<file path="config.mk">
export PLATFORM = sky130hd
export DESIGN_NAME = sort_sched8
export DESIGN_NICKNAME = d
export VERILOG_FILES = /design/src/rtl/sort_sched8_pkg.sv /design/src/rtl/sort_sched8_cmp.sv /design/src/rtl/sort_sched8.sv
export SDC_FILE = /design/constraint.sdc
export NUM_CORES = 1
export LEC_CHECK = 0
export ABC_CLOCK_PERIOD_IN_PS = 5050
export CELL_PAD_IN_SITES_DETAIL_PLACEMENT = 1
export CELL_PAD_IN_SITES_GLOBAL_PLACEMENT = 1
export CORE_UTILIZATION = 49
export DETAILED_ROUTE_END_ITERATION = 10
export MAX_ROUTING_LAYER = met4
export PLACE_DENSITY_LB_ADDON = 0.1
export SETUP_SLACK_MARGIN = 0.05
export SLEW_MARGIN = 20
export SYNTH_ARGS = -nofsm -noshare
export SYNTH_HDL_FRONTEND = slang
export SYNTH_SLANG_ARGS = --single-unit
</file>
<file path="constraint.sdc">
create_clock -name iClk -period 5.05 [get_ports iClk]
set_input_delay 0.7575 -clock iClk [delete_from_list [all_inputs] [get_ports iClk]]
set_output_delay 0.7575 -clock iClk [all_outputs]
set_load 0.01 [all_outputs]
</file>
<file path="src/rtl/sort_sched8_pkg.sv">
`default_nettype none
// ============================================================================
// Module      : sort_sched8_pkg
// Description : Shared state encoding and comparator bit positions.
// Revision    : 1.0 - initial release
// ============================================================================
package sort_sched8_pkg;

  typedef enum logic [1:0] {
    ST_IDLE = 2'd0,
    ST_SORT = 2'd1,
    ST_DONE = 2'd2
  } state_e;

  localparam int CMP_GT = 2;
  localparam int CMP_EQ = 1;
  localparam int CMP_LT = 0;

endpackage
`default_nettype wire

</file>
<file path="src/rtl/sort_sched8_cmp.sv">
`default_nettype none
// ============================================================================
// Module      : DataCompare8
// Description : 8-bit magnitude comparator, one-hot {A>B, A==B, A<B}.
// Revision    : 1.0 - initial release
// ============================================================================
module DataCompare8
  import sort_sched8_pkg::*;
(
  input  logic [7:0] iA,
  input  logic [7:0] iB,
  output logic [2:0] oCmp
);

  always_comb begin
    oCmp         = '0;
    oCmp[CMP_GT] = (iA > iB);
    oCmp[CMP_EQ] = (iA == iB);
    oCmp[CMP_LT] = (iA < iB);
  end

endmodule
`default_nettype wire

</file>
<file path="src/rtl/sort_sched8.sv">
`default_nettype none
// ============================================================================
// Module      : sort_sched8
// Description : In-place bubble-sort scheduler, one shared compare per clock.
// Revision    : 1.0 - initial release
// ============================================================================
module sort_sched8
  import sort_sched8_pkg::*;
#(
  parameter  int DEPTH = 8,
  localparam int AW    = $clog2(DEPTH)
) (
  input  logic          iClk,
  input  logic          iRst_n,
  input  logic          iWrEn,
  input  logic [AW-1:0] iWrAddr,
  input  logic [7:0]    iWrData,
  input  logic          iStart,
  input  logic          iDescend,
  input  logic [AW-1:0] iRdAddr,
  output logic [7:0]    oRdData,
  output logic          oBusy,
  output logic          oDone,
  output logic [AW:0]   oPassCnt
);

  localparam logic [AW-1:0] LAST_IDX = AW'(DEPTH - 1);
  localparam logic [AW:0]   DEPTH_W  = (AW + 1)'(DEPTH);

  state_e        state_q;
  logic [7:0]    mem_q [DEPTH];
  logic [AW-1:0] idx_q;
  logic [AW-1:0] pass_end_q;
  logic          swapped_q;
  logic          descend_q;
  logic          busy_q;
  logic          done_q;
  logic [AW:0]   pass_cnt_q;

  logic [AW-1:0] w_idx_nxt;
  logic [AW-1:0] w_pass_last;
  logic [7:0]    w_a;
  logic [7:0]    w_b;
  logic [2:0]    w_cmp;
  logic          w_ooo;
  logic          w_swap_seen;
  logic          w_wr_ok;
  logic          w_rd_ok;

  assign w_idx_nxt   = idx_q + 1'b1;
  assign w_pass_last = pass_end_q - 1'b1;
  assign w_a         = mem_q[idx_q];
  assign w_b         = mem_q[w_idx_nxt];

  DataCompare8 u_cmp (
    .iA   (w_a),
    .iB   (w_b),
    .oCmp (w_cmp)
  );

  // Equal operands never swap, which keeps the sort stable.
  assign w_ooo       = !w_cmp[CMP_EQ] && (descend_q ? w_cmp[CMP_LT] : w_cmp[CMP_GT]);
  assign w_swap_seen = swapped_q | w_ooo;

  assign w_wr_ok  = ({1'b0, iWrAddr} < DEPTH_W);
  assign w_rd_ok  = ({1'b0, iRdAddr} < DEPTH_W);
  assign oRdData  = w_rd_ok ? mem_q[iRdAddr] : 8'h00;
  assign oBusy    = busy_q;
  assign oDone    = done_q;
  assign oPassCnt = pass_cnt_q;

  always_ff @(posedge iClk or negedge iRst_n) begin
    if (!iRst_n) begin
      state_q    <= ST_IDLE;
      for (int i = 0; i < DEPTH; i++) mem_q[i] <= 8'h00;
      idx_q      <= '0;
      pass_end_q <= LAST_IDX;
      swapped_q  <= 1'b0;
      descend_q  <= 1'b0;
      busy_q     <= 1'b0;
      done_q     <= 1'b0;
      pass_cnt_q <= '0;
    end else begin
      done_q <= 1'b0;
      case (state_q)
        ST_IDLE: begin
          if (iWrEn && w_wr_ok) mem_q[iWrAddr] <= iWrData;
          if (iStart) begin
            state_q    <= ST_SORT;
            busy_q     <= 1'b1;
            descend_q  <= iDescend;
            idx_q      <= '0;
            pass_end_q <= LAST_IDX;
            swapped_q  <= 1'b0;
            pass_cnt_q <= (AW + 1)'(1);
          end
        end
        ST_SORT: begin
          if (w_ooo) begin
            mem_q[idx_q]     <= w_b;
            mem_q[w_idx_nxt] <= w_a;
            swapped_q        <= 1'b1;
          end
          if (idx_q != w_pass_last) begin
            idx_q <= w_idx_nxt;
          end else if (!w_swap_seen || (pass_end_q == AW'(1))) begin
            state_q <= ST_DONE;
            busy_q  <= 1'b0;
            done_q  <= 1'b1;
          end else begin
            pass_end_q <= w_pass_last;
            idx_q      <= '0;
            swapped_q  <= 1'b0;
            pass_cnt_q <= pass_cnt_q + 1'b1;
          end
        end
        ST_DONE: state_q <= ST_IDLE;
        default: state_q <= ST_IDLE;
      endcase
    end
  end

endmodule
`default_nettype wire

</file>
* After elaboration in Yosys (flattened, before gate mapping)
Cells that the tools add are included.
Storage, ports and cells: register bits 80, bits of input ports 19
Cells by class: $add $sub $neg 3, magnitude comparators 9, eq/ne operators 11, multiplexer cells 50, bitwise logic cells 5, reduce and logical (&&, ||, !) cells 16
Operator list (number):
- bitwise mux 64 bit | 3
- 2-to-1 mux 64 bit | 2
- one-hot mux 64 bit (2 select lines) | 1
- binary-select mux 8 bit (select 3 bit) | 3
- demux 8 bit (select 3 bit) | 3
- 2-to-1 mux 8 bit | 9
- 2-to-1 mux 3 bit | 6
- greater-or-equal comparator 4 bit, second input constant | 4
- NOT 3 -> 4 bit | 4
- < comparator 4 x 1 -> 1 bit, second input constant | 3
- 2-to-1 mux 4 bit | 3
- inequality test 2 bit, second input constant | 6
- one-hot mux 3 bit (2 select lines) | 2
- 2-to-1 mux 1 bit | 11
- AND reduction 3 bit | 3
- == test 8 bit | 1
- greater-than comparator 8 bit | 1
- < comparator 8 bit | 1
- one-hot mux 4 bit (2 select lines) | 1
- AND reduction 4 bit | 2
- 2-to-1 mux 2 bit | 3
- adder 4 x 1 -> 4 bit, second input constant | 1
- logical AND 1 bit | 4
- one-hot mux 1 bit (2 select lines) | 2
- 13 further kinds | 15

* Longest topological paths before layout
Gate-level depths: netlist of the first run.
depth after elaboration 14, depth in mapped cells 17, gate-level depth less buffers 15

* Modules after synthesis
From an unflattened synthesis of the first run, not the netlist that was laid out.
Unflattened totals: cell total of the unflattened synthesis 663, area total of the unflattened synthesis 6422.4 um2
Modules (own cells, without submodules):
- sort_sched8 | times used 1, cells each 634, area an instance 6197.2 um2, seq. area each 2005.7 um2
- DataCompare8 | times used 1, cells each 29, area an instance 225.2 um2, seq. area each 0.0 um2

* Worst setup path after synthesis of the first run
Ideal clock, no wire load.
path kind reg-to-reg, start point register idx_q[0], end point register mem_q[25] (netlist bit), arrival 3.749 ns, required time 4.925 ns, setup slack 1.176 ns, cell stages (with the launch flop) 15, period minus slack after synthesis 3.874 ns, cell sequence dfrtp_1 -> ha_1 -> buf_2 -> buf_2 -> buf_2 -> mux4_2 -> nand2_1 -> and2_1 -> ha_1 -> and4_1 -> a22oi_1 -> nor3b_2 -> nand3_4 -> o21ai_4 -> mux2_2
Between the ends: longest elaborated chain between the ends 10, elaborated cells on any way between the ends 31, those cells by class 1 x add/sub; 6 x order compare; 2 x eq/ne; 15 x mux; 2 x bitwise; 5 x reduce/logical
Ends and longest elaborated chain:
- start: declaration | line sort_sched8.sv:32 | logic [AW-1:0] idx_q;
- start signal: assignment | line sort_sched8.sv:105 | idx_q <= w_idx_nxt;
- adder 3 x 1 -> 3 bit | line sort_sched8.sv:50 | assign w_idx_nxt = idx_q + 1'b1;
- NOT 3 -> 4 bit (not written as such) | line sort_sched8.sv:53, sort_sched8.sv:101
- binary-select mux 8 bit (select 3 bit) | line sort_sched8.sv:53 | assign w_b = mem_q[w_idx_nxt];
- 2-to-1 mux 8 bit (not written as such) (2 in series) | line sort_sched8.sv:53
- greater-than comparator 8 bit (tied with other cells) | line sort_sched8_cmp.sv:17 | oCmp[CMP_GT] = (iA > iB);
- 2-to-1 mux 1 bit or zero test 1 bit (tied branches) | line sort_sched8.sv:62 | assign w_ooo = !w_cmp[CMP_EQ] && (descend_q ? w_cmp[CMP_LT] : w_cmp[CMP_GT]);
- logical AND 1 bit | line sort_sched8.sv:62
- inequality test 2 bit (no source line)
- AND reduction 3 bit (no source line)
- end signal: indexed assignment | line sort_sched8.sv:87 | if (iWrEn && w_wr_ok) mem_q[iWrAddr] <= iWrData;
- end signal: indexed assignment | line sort_sched8.sv:100 | mem_q[idx_q] <= w_b;
- end signal: indexed assignment | line sort_sched8.sv:101 | mem_q[w_idx_nxt] <= w_a;
- end: declaration | line sort_sched8.sv:31 | logic [7:0] mem_q [DEPTH];
Parallel ways exist; a longest one is shown, timed or not. The select of a mux whose other input is x is not followed. A chain may end at the register's enable or synchronous reset.

* Worst setup path in the final report of the first run
start point register idx_q[0], end point register mem_q[38] (netlist bit)
Same word-level chain as after synthesis.

==> results_dict.tcl, run 1 <==
set metrics [dict create \
    status "completed" \
    fin_crit_ps 4492 \
    r2r_start "idx_q[0]" \
    dieHeight_um 118.1 \
    dieArea_sq_um 13940 \
    worst_slack_ps 558.5 \
    routed_via_density 7.156 \
    clkTransAtPathRegs_ps 60 \
    ant_nets 0 \
    reg2reg_to "mem_q[38]" \
    cts_tree "yes" \
    row_count 42 \
    ys_warn_count 0 \
    rsz0062_at_grt "false" \
    io_buffers 32 \
    routed_wl_um 25400 \
    worst_pin_slew_ps 1118 \
    antenna_found_initial 0 \
    worstPathRequired_ps 5290 \
    grt_max_degree 45 \
    fin_skew_ps 4.525 \
    yosysMostFrequentCell "dfrtp_1" \
    vdd_drop_max_v 0.0003540 \
    max-clock-path-buffers 2 \
    clkLatencyLatePin_ps 360 \
    start_util 0.5004 \
    cts_resized 0 \
    synth_common_cells "dfrtp_1, nand2_1, mux2_2, inv_1, mux2i_1" \
    grt.overflow.total 0 \
    grt.total_usage 0.3939 \
    drive_gt1_frac 0.2196 \
    async_flop_share 1.000 \
    yosys.area.top_type "dfrtp_1" \
    reg2reg_depth 15 \
    cellLeakagePower_nw 3.061 \
    root_buffer "clkbuf_16" \
    cts.sinks 80 \
    synth-edff-count 0 \
    post-place-ws_ps 663.6 \
    fmax_ghz 0.2226 \
    start_kind "flop" \
    grt_pass1_vias 6464 \
    ys_top_cells_by_area "dfrtp_1, mux4_2, mux2_2" \
    synth.avg_cell_area_sq_um 10.06 \
    synth_cell_types 70 \
    cts_made_buffers 9 \
    hold_buffers 0 \
    finalPower_w 0.005826 \
    post_drt_wl_per_cell_um 29.57 \
    crit_fanout 28 \
    cap_violations 0 \
    first_iter_violations 639 \
    hold_violations 0 \
    die_x_um 118.1 \
    maxSlewHeadroom 0.2521 \
    num_vias 6147 \
    synth-seq-area-share 0.3039 \
    area_delta_synth_final_pct 13.06 \
    hold_path_class "input port to async pin" \
    yosys_register_bits 80 \
    finalNetCount 709 \
    synth_cells 656 \
    h-tree-depth 3 \
    post_cts_buffers 0 \
    yosysTopAreaCellShare 0.2919 \
    finalSetupViolCount 0 \
    pwr_density_cell_nw_per_um2 780.8 \
    synth_nets 687 \
    end_kind "flop" \
    core_sq_um 13190 \
    r2r_slack_ps 560 \
    period_share 0.8894 \
    antenna_cells 0 \
    grt_pass1_wl_um 39630 \
    syn_area_sq_um 6600 \
    synth-main-ff-cell "dfrtp_1" \
    slew_violations 0 \
    place.gp.congestion 0.9715 \
    drc_errors 0 \
    critPathKind "flop to flop" \
    first_pass_iters 7 \
    fin_setup_tns_ps 0 \
    critical_path_arrival_ps 4730 \
    hpwl_um 17240 \
    boundaryPins 33 \
]
[metrics by stage]
step | hold slack, ps | std cells | cell area, sq um | util
6_report | 376.7 | 859 | 7462 | 0.5657
2_1_floorplan | 442.0 | 656 | 6600 | -
5_1_grt | 416.9 | 859 | 7462 | 0.5657
3_5_place_dp | 486.3 | 843 | 7121 | 0.5398
3_3_place_gp | 472.5 | 843 | 7121 | 0.5398
4_1_cts | 401.1 | 859 | 7462 | 0.5657
[cells by family after synthesis]
group                      after synthesis  synth area share
AOI/OAI and AO/OA                      181            0.2339
and+or+nand+nor                        172            0.1274
muxes                                  118            0.2472
buffers and inverters                   87           0.05574
DFF                                     80            0.3039
adders and majority gates               12           0.02275
xor gates and xnor gates                 6          0.009100
[routing by layer]
metal  vias up  part of all wire  track usage
li1       2588                 -            -
met1      3083              0.40       0.5078
met2       370              0.46       0.5908
met3       106             0.085      0.07219
met4         0             0.055       0.2059
met5         -                 0            -
[worst max path at each step]
stage          startpoint         to  slack, ps
2_1_floorplan    idx_q[0]  mem_q[25]       1180
3_3_place_gp     idx_q[1]  mem_q[26]        840
3_5_place_dp     idx_q[0]  mem_q[35]        660
4_1_cts          idx_q[0]  mem_q[18]        630
5_1_grt          idx_q[0]  mem_q[27]        370
6_report         idx_q[0]  mem_q[38]        560
[worst max-delay path, stage by stage (launching register included)]
cell and delay [ps]:
dfrtp_2 420, ha_1 370, xor2_2 150, buf_4 390, nand3_1 140, o31ai_1 110, a311oi_1 100, o22ai_2 410
ha_1 250, nor2b_1 50, o211ai_1 230, nand2_1 70, or3_1 460, nand3_4 270, a2bb2oi_4 530, mux2_2 400
[power breakdown]
group	switching, W	internal (W)	total [W]
logic	0.00243	0.00153	0.00396
registers	0.000239	0.000860	0.00110
clock network	0.000293	0.000474	0.000767
total	0.00296	0.00287	0.00583
[cell usage in the layout, fill, tap and decap left out, types with 4 or more instances in the layout]
cell             count
ha_1                12
a22oi_1             10
clkbuf_16            9
o21ai_0             21
a2bb2oi_4            6
and3_1               5
a21o_1               6
a21oi_1             17
o221ai_1            12
a22o_1               8
mux4_2              31
a222oi_1            26
inv_1               38
mux2_2              43
nor3_1              13
dfrtp_1             76
o21ai_1              9
nand2_1             64
a31oi_1              6
xnor2_1              5
a32oi_1             13
nand3_1             19
clkdlybuf4s50_1     31
buf_4               28
and2_1              10
o21ai_2              4
nor2b_1              8
o211ai_1             5
mux2_1               7
nor2_1              33
o31ai_1              9
mux2i_1             37
[registers in the layout, summed over array words and instances, names as in the netlist]
name	flops
oPassCnt	4
oDone	1
pass_end_q	3
swapped_q	1
mem_q	64
oBusy	1
descend_q	1
state_q	2
idx_q	3
[final cells by class]
cell class	count	area (sq um)
multi-input combinational	489	4227
inverter	39	146.4
clock inverter	4	75.07
tap	176	220.2
sequential	80	2007
fill	1424	5728
clock buffer	12	266.5
timing repair buffer	59	520.5
Note: power is estimated with default switching activity, not from simulation.
==> inputs of run 2 (changes only) <==
Settings changed: CELL_PAD_IN_SITES_DETAIL_PLACEMENT 1 to 2, CELL_PAD_IN_SITES_GLOBAL_PLACEMENT 1 to 2, CORE_UTILIZATION 49 to 40, CTS_CLUSTER_SIZE set to 12.
==> results_dict.tcl, run 2 (synthesis results as in run 1) <==
set metrics [dict create \
    row_count 46 \
    dieHeight_um 130.5 \
    r2r_start "idx_q[0]" \
    worstPathRequired_ps 5280 \
    cap_violations 0 \
    stdcell_count 894 \
    slew_violations 0 \
    antenna_found_initial 0 \
    cts.sinks 80 \
    cellLeakagePower_nw 3.046 \
    start_kind "flop" \
    period_share 0.9332 \
    hold_violations 0 \
    cp_slowest_cell "o21ai_4" \
    grt_pass1_wl_um 42060 \
    hpwl_um 19240 \
    max-clock-path-buffers 2 \
    cpLargestDelayFamily "compound AO/OA/AOI/OAI gates" \
    reg2reg_depth 16 \
    end_kind "flop" \
    routed_wl_um 28100 \
    hold_buffers 0 \
    vdd_drop_max_v 0.0003822 \
    drc_errors 0 \
    worst_pin_slew_ps 1081 \
    fin_skew_ps 7.388 \
    die_x_um 130.5 \
    clkTransAtPathRegs_ps 60 \
    largest_register_ffs 64 \
    num_vias 6215 \
    top_register "mem_q" \
    fmax_ghz 0.2122 \
    cts_tree "yes" \
    pwr_density_cell_nw_per_um2 781.1 \
    rsz0062_at_grt "false" \
    routed_via_density 6.952 \
    worstPathBufferInverterCount 2 \
    core_sq_um 16000 \
    post_drt_wl_per_cell_um 31.43 \
    grt_max_degree 50 \
    layout_commonest_cell "dfrtp_1" \
    root_buffer "clkbuf_16" \
    finalSetupViolCount 0 \
    area_delta_synth_final_pct 13.48 \
    hold_path_class "input port to async pin" \
    antenna_cells 0 \
    ant_nets 0 \
    maxSlewHeadroom 0.2755 \
    dieArea_sq_um 17020 \
    first_pass_iters 10 \
    grt.overflow.total 0 \
    h-tree-depth 3 \
    mostFrequentLayoutCells "dfrtp_1, nand2_1, mux2_2" \
    io_buffers 32 \
    fin_setup_tns_ps 0 \
    drive_gt1_frac 0.2168 \
    reg2reg_to "mem_q[28]" \
    critPathKind "flop to flop" \
    cts_made_buffers 9 \
    critical_path_arrival_ps 4950 \
    fin_crit_ps 4713 \
    grt_pass1_vias 6749 \
    dp_cells 879 \
    r2r_slack_ps 340 \
    boundaryPins 33 \
    clkLatencyLatePin_ps 350 \
    place.gp.congestion 0.8872 \
    first_iter_violations 634 \
    crit_fanout 28 \
    cts_resized 0 \
    critPathMaxStageDelay_ps 570 \
    crit_path_cell_trace "ha_1 -> xor2_2 -> buf_4 -> mux2i_1 -> o211ai_1 -> o21ai_2 -> o311ai_4 -> inv_1 -> ha_1 -> a21oi_1 -> o21ai_1 -> a22oi_1 -> nor3b_2 -> nand3_4 -> o21ai_4 -> mux2_2" \
    start_util 0.4125 \
    finalNetCount 705 \
    post_cts_buffers 0 \
    grt.total_usage 0.3557 \
    status "completed" \
    cpMostUsedCell "ha_1" \
]
## run 2: per-layer routing
metal  track usage  vias to the layer above  share of wire
met1        0.4323                     3248           0.41
li1              -                     2586              -
met4        0.1799                        0          0.046
met2        0.5785                      292           0.48
met3       0.05090                       89          0.061
met5             -                        -              0
## run 2: cell type report
class,count,area (sq um)
multi-input combinational,489,4242
timing repair buffer,55,503.0
sequential,80,2007
tap,216,270.3
clock buffer,12,256.5
inverter,39,146.4
fill,1723,8511
clock inverter,3,65.06
## run 2: worst max path at each step
stage                     startpoint        end  slack, ps  depth (start not counted)
after floorplan             idx_q[0]  mem_q[25]       1180                         14
after global routing        idx_q[0]  mem_q[28]        130                         16
after detailed placement    idx_q[0]  mem_q[28]        410                         16
after CTS                   idx_q[0]  mem_q[28]        370                         16
final                       idx_q[0]  mem_q[28]        340                         16
after global placement      idx_q[0]  mem_q[25]        640                         16
## run 2: stage by stage
step           instance area (sq um)  hold WS (ps)  total power (W)  setup WS [ps]    util
6_report                        7490         357.9         0.005851          337.3  0.4681
5_1_grt                         7490         378.6         0.006097          130.9  0.4681
4_1_cts                         7490         374.8         0.005801          372.8  0.4681
3_5_place_dp                    7168         474.3         0.005007          413.9  0.4480
3_3_place_gp                    7168         471.8         0.004850          637.3  0.4480
2_1_floorplan                   6600         442.0         0.003783           1176       -
## run 2: where the power goes
group	internal (W)	switching (W)
logic	0.00151	0.00249
clock network	0.000458	0.000287
registers	0.000860	0.000247
